<file path="src/rtl/pipelined_cla_adder_if.sv">
// Operand/result handshake bundle for the pipelined CLA adder.
// master drives operands and out_ready; slave is the adder.
interface pipelined_cla_adder_if #(
  parameter int WIDTH = 16
);
  logic [WIDTH-1:0] a;
  logic [WIDTH-1:0] b;
  logic             cin;
  logic             sub;
  logic             in_valid;
  logic             in_ready;
  logic [WIDTH-1:0] s;
  logic             cout;
  logic             ovf;
  logic             zero;
  logic             out_valid;
  logic             out_ready;

  modport master (
    output a, b, cin, sub, in_valid, out_ready,
    input  in_ready, s, cout, ovf, zero, out_valid
  );

  modport slave (
    input  a, b, cin, sub, in_valid, out_ready,
    output in_ready, s, cout, ovf, zero, out_valid
  );
endinterface

</file>
<file path="src/rtl/pipelined_cla_adder.sv">
// Add/subtract pipeline: one 4-bit lookahead group per stage,
// carry and partial sum handed stage to stage.
module pipelined_cla_adder #(
  parameter int  WIDTH = 16,
  localparam int NG    = WIDTH / 4
) (
  input logic clk,
  input logic reset_n,
  pipelined_cla_adder_if.slave io
);

  typedef struct packed {
    logic             v;
    logic [WIDTH-1:0] a;
    logic [WIDTH-1:0] b;
    logic [WIDTH-1:0] s;
    logic             c;
    logic             ov;
  } stg_t;

  stg_t       src [NG];
  stg_t       nxt [NG];
  stg_t       q   [NG];
  logic [5:0] res [NG];
  logic       adv;

  // returns {carry_into_msb ^ carry_out, carry_out, sum[3:0]}
  function automatic logic [5:0] cla4(
    input logic [3:0] x,
    input logic [3:0] y,
    input logic       ci
  );
    logic [3:0] g;
    logic [3:0] p;
    logic [4:0] c;
    g    = x & y;
    p    = x ^ y;
    c[0] = ci;
    c[1] = g[0] | (p[0] & ci);
    c[2] = g[1] | (p[1] & g[0])
         | (p[1] & p[0] & ci);
    c[3] = g[2] | (p[2] & g[1])
         | (p[2] & p[1] & g[0])
         | (p[2] & p[1] & p[0] & ci);
    c[4] = g[3] | (p[3] & g[2])
         | (p[3] & p[2] & g[1])
         | (p[3] & p[2] & p[1] & g[0])
         | (p[3] & p[2] & p[1] & p[0] & ci);
    return {c[4] ^ c[3], c[4], p ^ c[3:0]};
  endfunction

  assign adv = !q[NG-1].v || io.out_ready;

  always_comb begin
    for (int k = 0; k < NG; k++) begin
      if (k == 0) begin
        src[k].v  = io.in_valid && adv;
        src[k].a  = io.a;
        src[k].b  = io.sub ? ~io.b : io.b;
        src[k].s  = '0;
        src[k].c  = io.sub | io.cin;
        src[k].ov = 1'b0;
      end else begin
        src[k] = q[(k == 0) ? 0 : k - 1];
      end
      res[k] = cla4(src[k].a[4*k +: 4],
                    src[k].b[4*k +: 4],
                    src[k].c);
      nxt[k]             = src[k];
      nxt[k].s[4*k +: 4] = res[k][3:0];
      nxt[k].c           = res[k][4];
      nxt[k].ov          = res[k][5];
    end
  end

  always_ff @(posedge clk or negedge reset_n) begin
    if (!reset_n) begin
      for (int k = 0; k < NG; k++) begin
        q[k] <= '0;
      end
    end else if (adv) begin
      for (int k = 0; k < NG; k++) begin
        q[k] <= nxt[k];
      end
    end
  end

  assign io.in_ready  = adv;
  assign io.out_valid = q[NG-1].v;
  assign io.s         = q[NG-1].s;
  assign io.cout      = q[NG-1].c;
  assign io.ovf       = q[NG-1].ov;
  assign io.zero      = (q[NG-1].s == '0);

endmodule

</file>
<file path="src/flat_wrapper.sv">
// flat-port wrapper written by rule: the top's interface ports become plain ports
module pipelined_cla_adder_flat 
#(
  parameter int  WIDTH = 16,
  localparam int NG    = WIDTH / 4
)
  (clk, reset_n, io_a, io_b, io_cin, io_sub, io_in_valid, io_out_ready, io_in_ready, io_s, io_cout, io_ovf, io_zero, io_out_valid);
  pipelined_cla_adder_if #(.WIDTH(WIDTH)) io_i ();
  input logic clk;
  input logic reset_n;
  input wire logic [$bits(io_i.a)-1:0] io_a;
  input wire logic [$bits(io_i.b)-1:0] io_b;
  input wire logic [$bits(io_i.cin)-1:0] io_cin;
  input wire logic [$bits(io_i.sub)-1:0] io_sub;
  input wire logic [$bits(io_i.in_valid)-1:0] io_in_valid;
  input wire logic [$bits(io_i.out_ready)-1:0] io_out_ready;
  output wire logic [$bits(io_i.in_ready)-1:0] io_in_ready;
  output wire logic [$bits(io_i.s)-1:0] io_s;
  output wire logic [$bits(io_i.cout)-1:0] io_cout;
  output wire logic [$bits(io_i.ovf)-1:0] io_ovf;
  output wire logic [$bits(io_i.zero)-1:0] io_zero;
  output wire logic [$bits(io_i.out_valid)-1:0] io_out_valid;
  assign io_i.a = io_a;
  assign io_i.b = io_b;
  assign io_i.cin = io_cin;
  assign io_i.sub = io_sub;
  assign io_i.in_valid = io_in_valid;
  assign io_i.out_ready = io_out_ready;
  assign io_in_ready = io_i.in_ready;
  assign io_s = io_i.s;
  assign io_cout = io_i.cout;
  assign io_ovf = io_i.ovf;
  assign io_zero = io_i.zero;
  assign io_out_valid = io_i.out_valid;
  pipelined_cla_adder #(.WIDTH(WIDTH)) u_core (.clk(clk), .reset_n(reset_n), .io(io_i));
endmodule
</file>
<file path="config.mk">
export PLATFORM = sky130hd
export DESIGN_NAME = pipelined_cla_adder_flat
export DESIGN_NICKNAME = d
export VERILOG_FILES = /design/src/rtl/pipelined_cla_adder_if.sv /design/src/rtl/pipelined_cla_adder.sv /design/src/flat_wrapper.sv
export SDC_FILE = /design/constraint.sdc
export NUM_CORES = 1
export LEC_CHECK = 0
export CAP_MARGIN = 20
export CORE_AREA = 4 4 67 131
export CTS_CLUSTER_DIAMETER = 50
export DETAILED_ROUTE_END_ITERATION = 8
export DIE_AREA = 0 0 71 135
export PLACE_DENSITY = 0.93
export SLEW_MARGIN = 20
export SYNTH_ARGS = -nofsm -noshare
export SYNTH_HDL_FRONTEND = slang
export SYNTH_SLANG_ARGS = --single-unit
</file>
<file path="constraint.sdc">
create_clock -name clk -period 3.85 [get_ports clk]
set_input_delay 0.9625 -clock clk [delete_from_list [all_inputs] [get_ports clk]]
set_output_delay 0.9625 -clock clk [all_outputs]
set_load 0.005 [all_outputs]
</file>
==> out/qor.txt <==
top-area cell type share of the netlist area: 0.5401
syn_nets: 543
DR top layer: met4
HP Class: reg2reg
Slew HR: 0.3917
final WL: 8271 um
Max Clock Freq: 329.9 MHz
largest net degree at the start of global routing: 102
Mapped Cells: 483
Max-Cap Viols: 0
Die X: 71 um
Worst-Skew Late Latency: 340 ps
initial antenna violation count: 0
nets@finish: 578
Root Buffer: clkbuf_16
PostCTS Resize Cnt: 0
Slew @ Worst Pin: 912.5 ps
CTS sink cnt: 97
worst path arrival time: 2070 ps
full die area: 0.009585 sq mm
vias in the first global route: 3279
Num CTS Buffers: 9
Setup Fix Bufs, Post-CTS: 0
clk slew on worst S/H paths: 60 ps
PortBufs: 58
Critical Path RT: 2890 ps
Metal-1 WL: 3011 um
final count of hold timing violations: 0
detailed placement HPWL: 5720 um
CP cell instances: clkdlybuf4s50_1 > nor2b_4 > inv_2 > clkdlybuf4s50_1
drt first pass iters: 4
main area contributors after synthesis: dfrtp_1 (54%), nand2_1 (17%), ha_1 (5.0%), xnor2_1 (3.1%), buf_4 (2.7%)
most frequent CP cell: clkdlybuf4s50_1
syn avg cell area: 9.305 sq um
Clock Path Buffers: 2
synthesized area: 0.004494 sq mm
CP Capture Type: output port
Peak supply drop: 0.0004284 V
CTS tree: done
Clock H-tree levels: 3
final setup vio count: 0
GRT overflow: 0
Vias/cell: 5.199
leakage: 0.002561 uW
DR WL met2: 4611 um
row count: 46
cell taking the most area after synthesis: dfrtp_1
Slew Limit Fails: 0
CP startpoint kind: input pin
starting density of the core: 0.5742
synth unique cells: 28
total number of vias: 3218
hold buffers post-CTS: 0
FILL cells: 595
1st-iter DRT viols: 209
first-pass GRT wire length: 14150 um
Vert. Die Dim: 135 um
share of cells above drive strength 1: 0.04780
Core Area: 0.007828 sq mm
Tcrit/Tclk final: 0.7872
area delta synth->final: 16.90%
register area share after synthesis: 0.5401
Yosys warnings: 0
maximum fanout along the worst path: 2
PwrDens: 776.9 mW/mm^2
ANT cells: 0
status: complete, no violations
Post-Route Setup TNS: 0 ps
delay of the slowest critical-path stage: 510 ps
DRC: 0
Crit Path Class: in2out
WL/cell: 13.36 um
Slowest-stage cell, CP: clkdlybuf4s50_1
Fin Clk Skew: 6.686 ps
GRT Total Usage: 0.1892
post-layout minimum cycle time: 3031 ps
io pins: 59
antenna-violating nets left: 0
gpl congestion: 0.8167
#FFs+latches synth: 97
Power Total: 4082 uW
routed length on met3: 391 um
RSZ-0062 raised after global routing: no
## metal layers
layer / vias up / global-route usage
li1: 1580 / -
met1: 1524 / 0.2022
met2: 90 / 0.3449
met3: 24 / 0.03726
met4: 0 / 0.09623
met5: - / 0
## logic make-up (layout without fill, tap and decap cells)
group | Yosys count | after routing | synth area share
compound gates | 64 | 64 | 0.08018
xor+xnor | 26 | 26 | 0.05067
fa+ha+maj | 22 | 22 | 0.06793
buf+inv | 51 | 91 | 0.06598
flops | 97 | 97 | 0.5401
mux | 1 | 1 | 0.002227
simple gates | 222 | 222 | 0.1929
## cell type report
| cell class | count | area (sq um) | area share |
|---|---|---|---|
| clock buffer | 13 | 260.3 | 0.04954 |
| inverter | 12 | 45.04 | 0.008573 |
| sequential | 97 | 2427 | 0.4620 |
| clock inverter | 3 | 15.01 | 0.002858 |
| timing repair buffer | 63 | 615.6 | 0.1172 |
| tap | 96 | 120.1 | 0.02286 |
| multi-input combinational | 335 | 1770 | 0.3370 |
## flip-flops by register name, summed over array words and instances, names as in the netlist
name,cells
u_core.io.cout,1
u_core.io.out_valid,1
u_core.io.ovf,1
u_core.io.s,16
u_core.nxt,75
u_core.q,3
## per-stage QoR
step / worst slack [ps] / cell area (sq um) / hold slack (ps) / utilization / std cells
3_3_place_gp: 828.6 / 4979 / 441.0 / 0.6360 / 603
6_report: 819.1 / 5254 / 462.9 / 0.6712 / 619
5_1_grt: 782.2 / 5254 / 484.4 / 0.6712 / 619
3_5_place_dp: 813.7 / 4979 / 448.1 / 0.6360 / 603
2_1_floorplan: 1421 / 4494 / 430.0 / - / 483
4_1_cts: 803.4 / 5254 / 466.5 / 0.6712 / 619
## cell usage in the layout (no fill, tap or decap), types with 2 or more instances in the layout
cell type	count
buf_4	6
o21ai_0	22
nor4_1	4
clkinv_2	3
a21o_1	3
inv_1	11
xnor2_1	16
ha_1	18
nand2_1	198
clkbuf_1	2
o21ai_1	7
fa_1	4
clkdlybuf4s50_1	57
a21oi_1	21
nor2_1	16
clkbuf_16	9
xor2_1	10
dfrtp_1	97
clkbuf_8	2
a211oi_1	6
o21bai_1	2
## power by group
| group | internal, uW | switching (uW) | leakage (uW) |
|---|---|---|---|
| clock | 470 | 349 | 0.000139 |
| combinational | 700 | 800 | 0.00126 |
| sequential | 1480 | 282 | 0.00116 |
## path summary, 6_finish.rpt
kind	startpoint	endpoint	slack, ps	cells after the start
setup / recovery	io_out_ready	io_in_ready	820	4
hold / removal	u_core.nxt[50]$_DFFE_PN0N_	u_core.nxt[50]$_DFFE_PN0N_	460	2
setup reg to reg	u_core.io.out_valid$_DFFE_PN0N_	u_core.nxt[59]$_DFFE_PN0N_	2100	5
hold reg to reg	u_core.nxt[50]$_DFFE_PN0N_	u_core.nxt[50]$_DFFE_PN0N_	460	2
max in group asynchronous	reset_n	u_core.nxt[93]$_DFFE_PN0N_	2410	2
min in group asynchronous	reset_n	u_core.nxt[2]$_DFFE_PN0N_	680	1
## worst max-delay path, delay by kind of cell
family | cells | cell delay, ps
simple gates | 1 | 60
buf+inv | 3 | 1050
## synthesized netlist by cell type
master	number
o211ai_1	1
clkbuf_1	2
fa_1	4
nand2_1	198
xor2_1	10
o21ai_1	7
o21bai_2	1
inv_2	1
o21ai_2	1
nor2_1	16
nor2b_4	1
mux2i_1	1
buf_6	3
a21oi_1	21
a21o_1	3
nand2b_1	1
nor4_1	4
buf_4	16
a211oi_1	6
inv_1	11
buf_2	18
o21ai_0	22
and4_1	1
o21bai_1	2
dfrtp_1	97
nor3_2	1
xnor2_1	16
ha_1	18
Power figures use the tool's default switching activity.
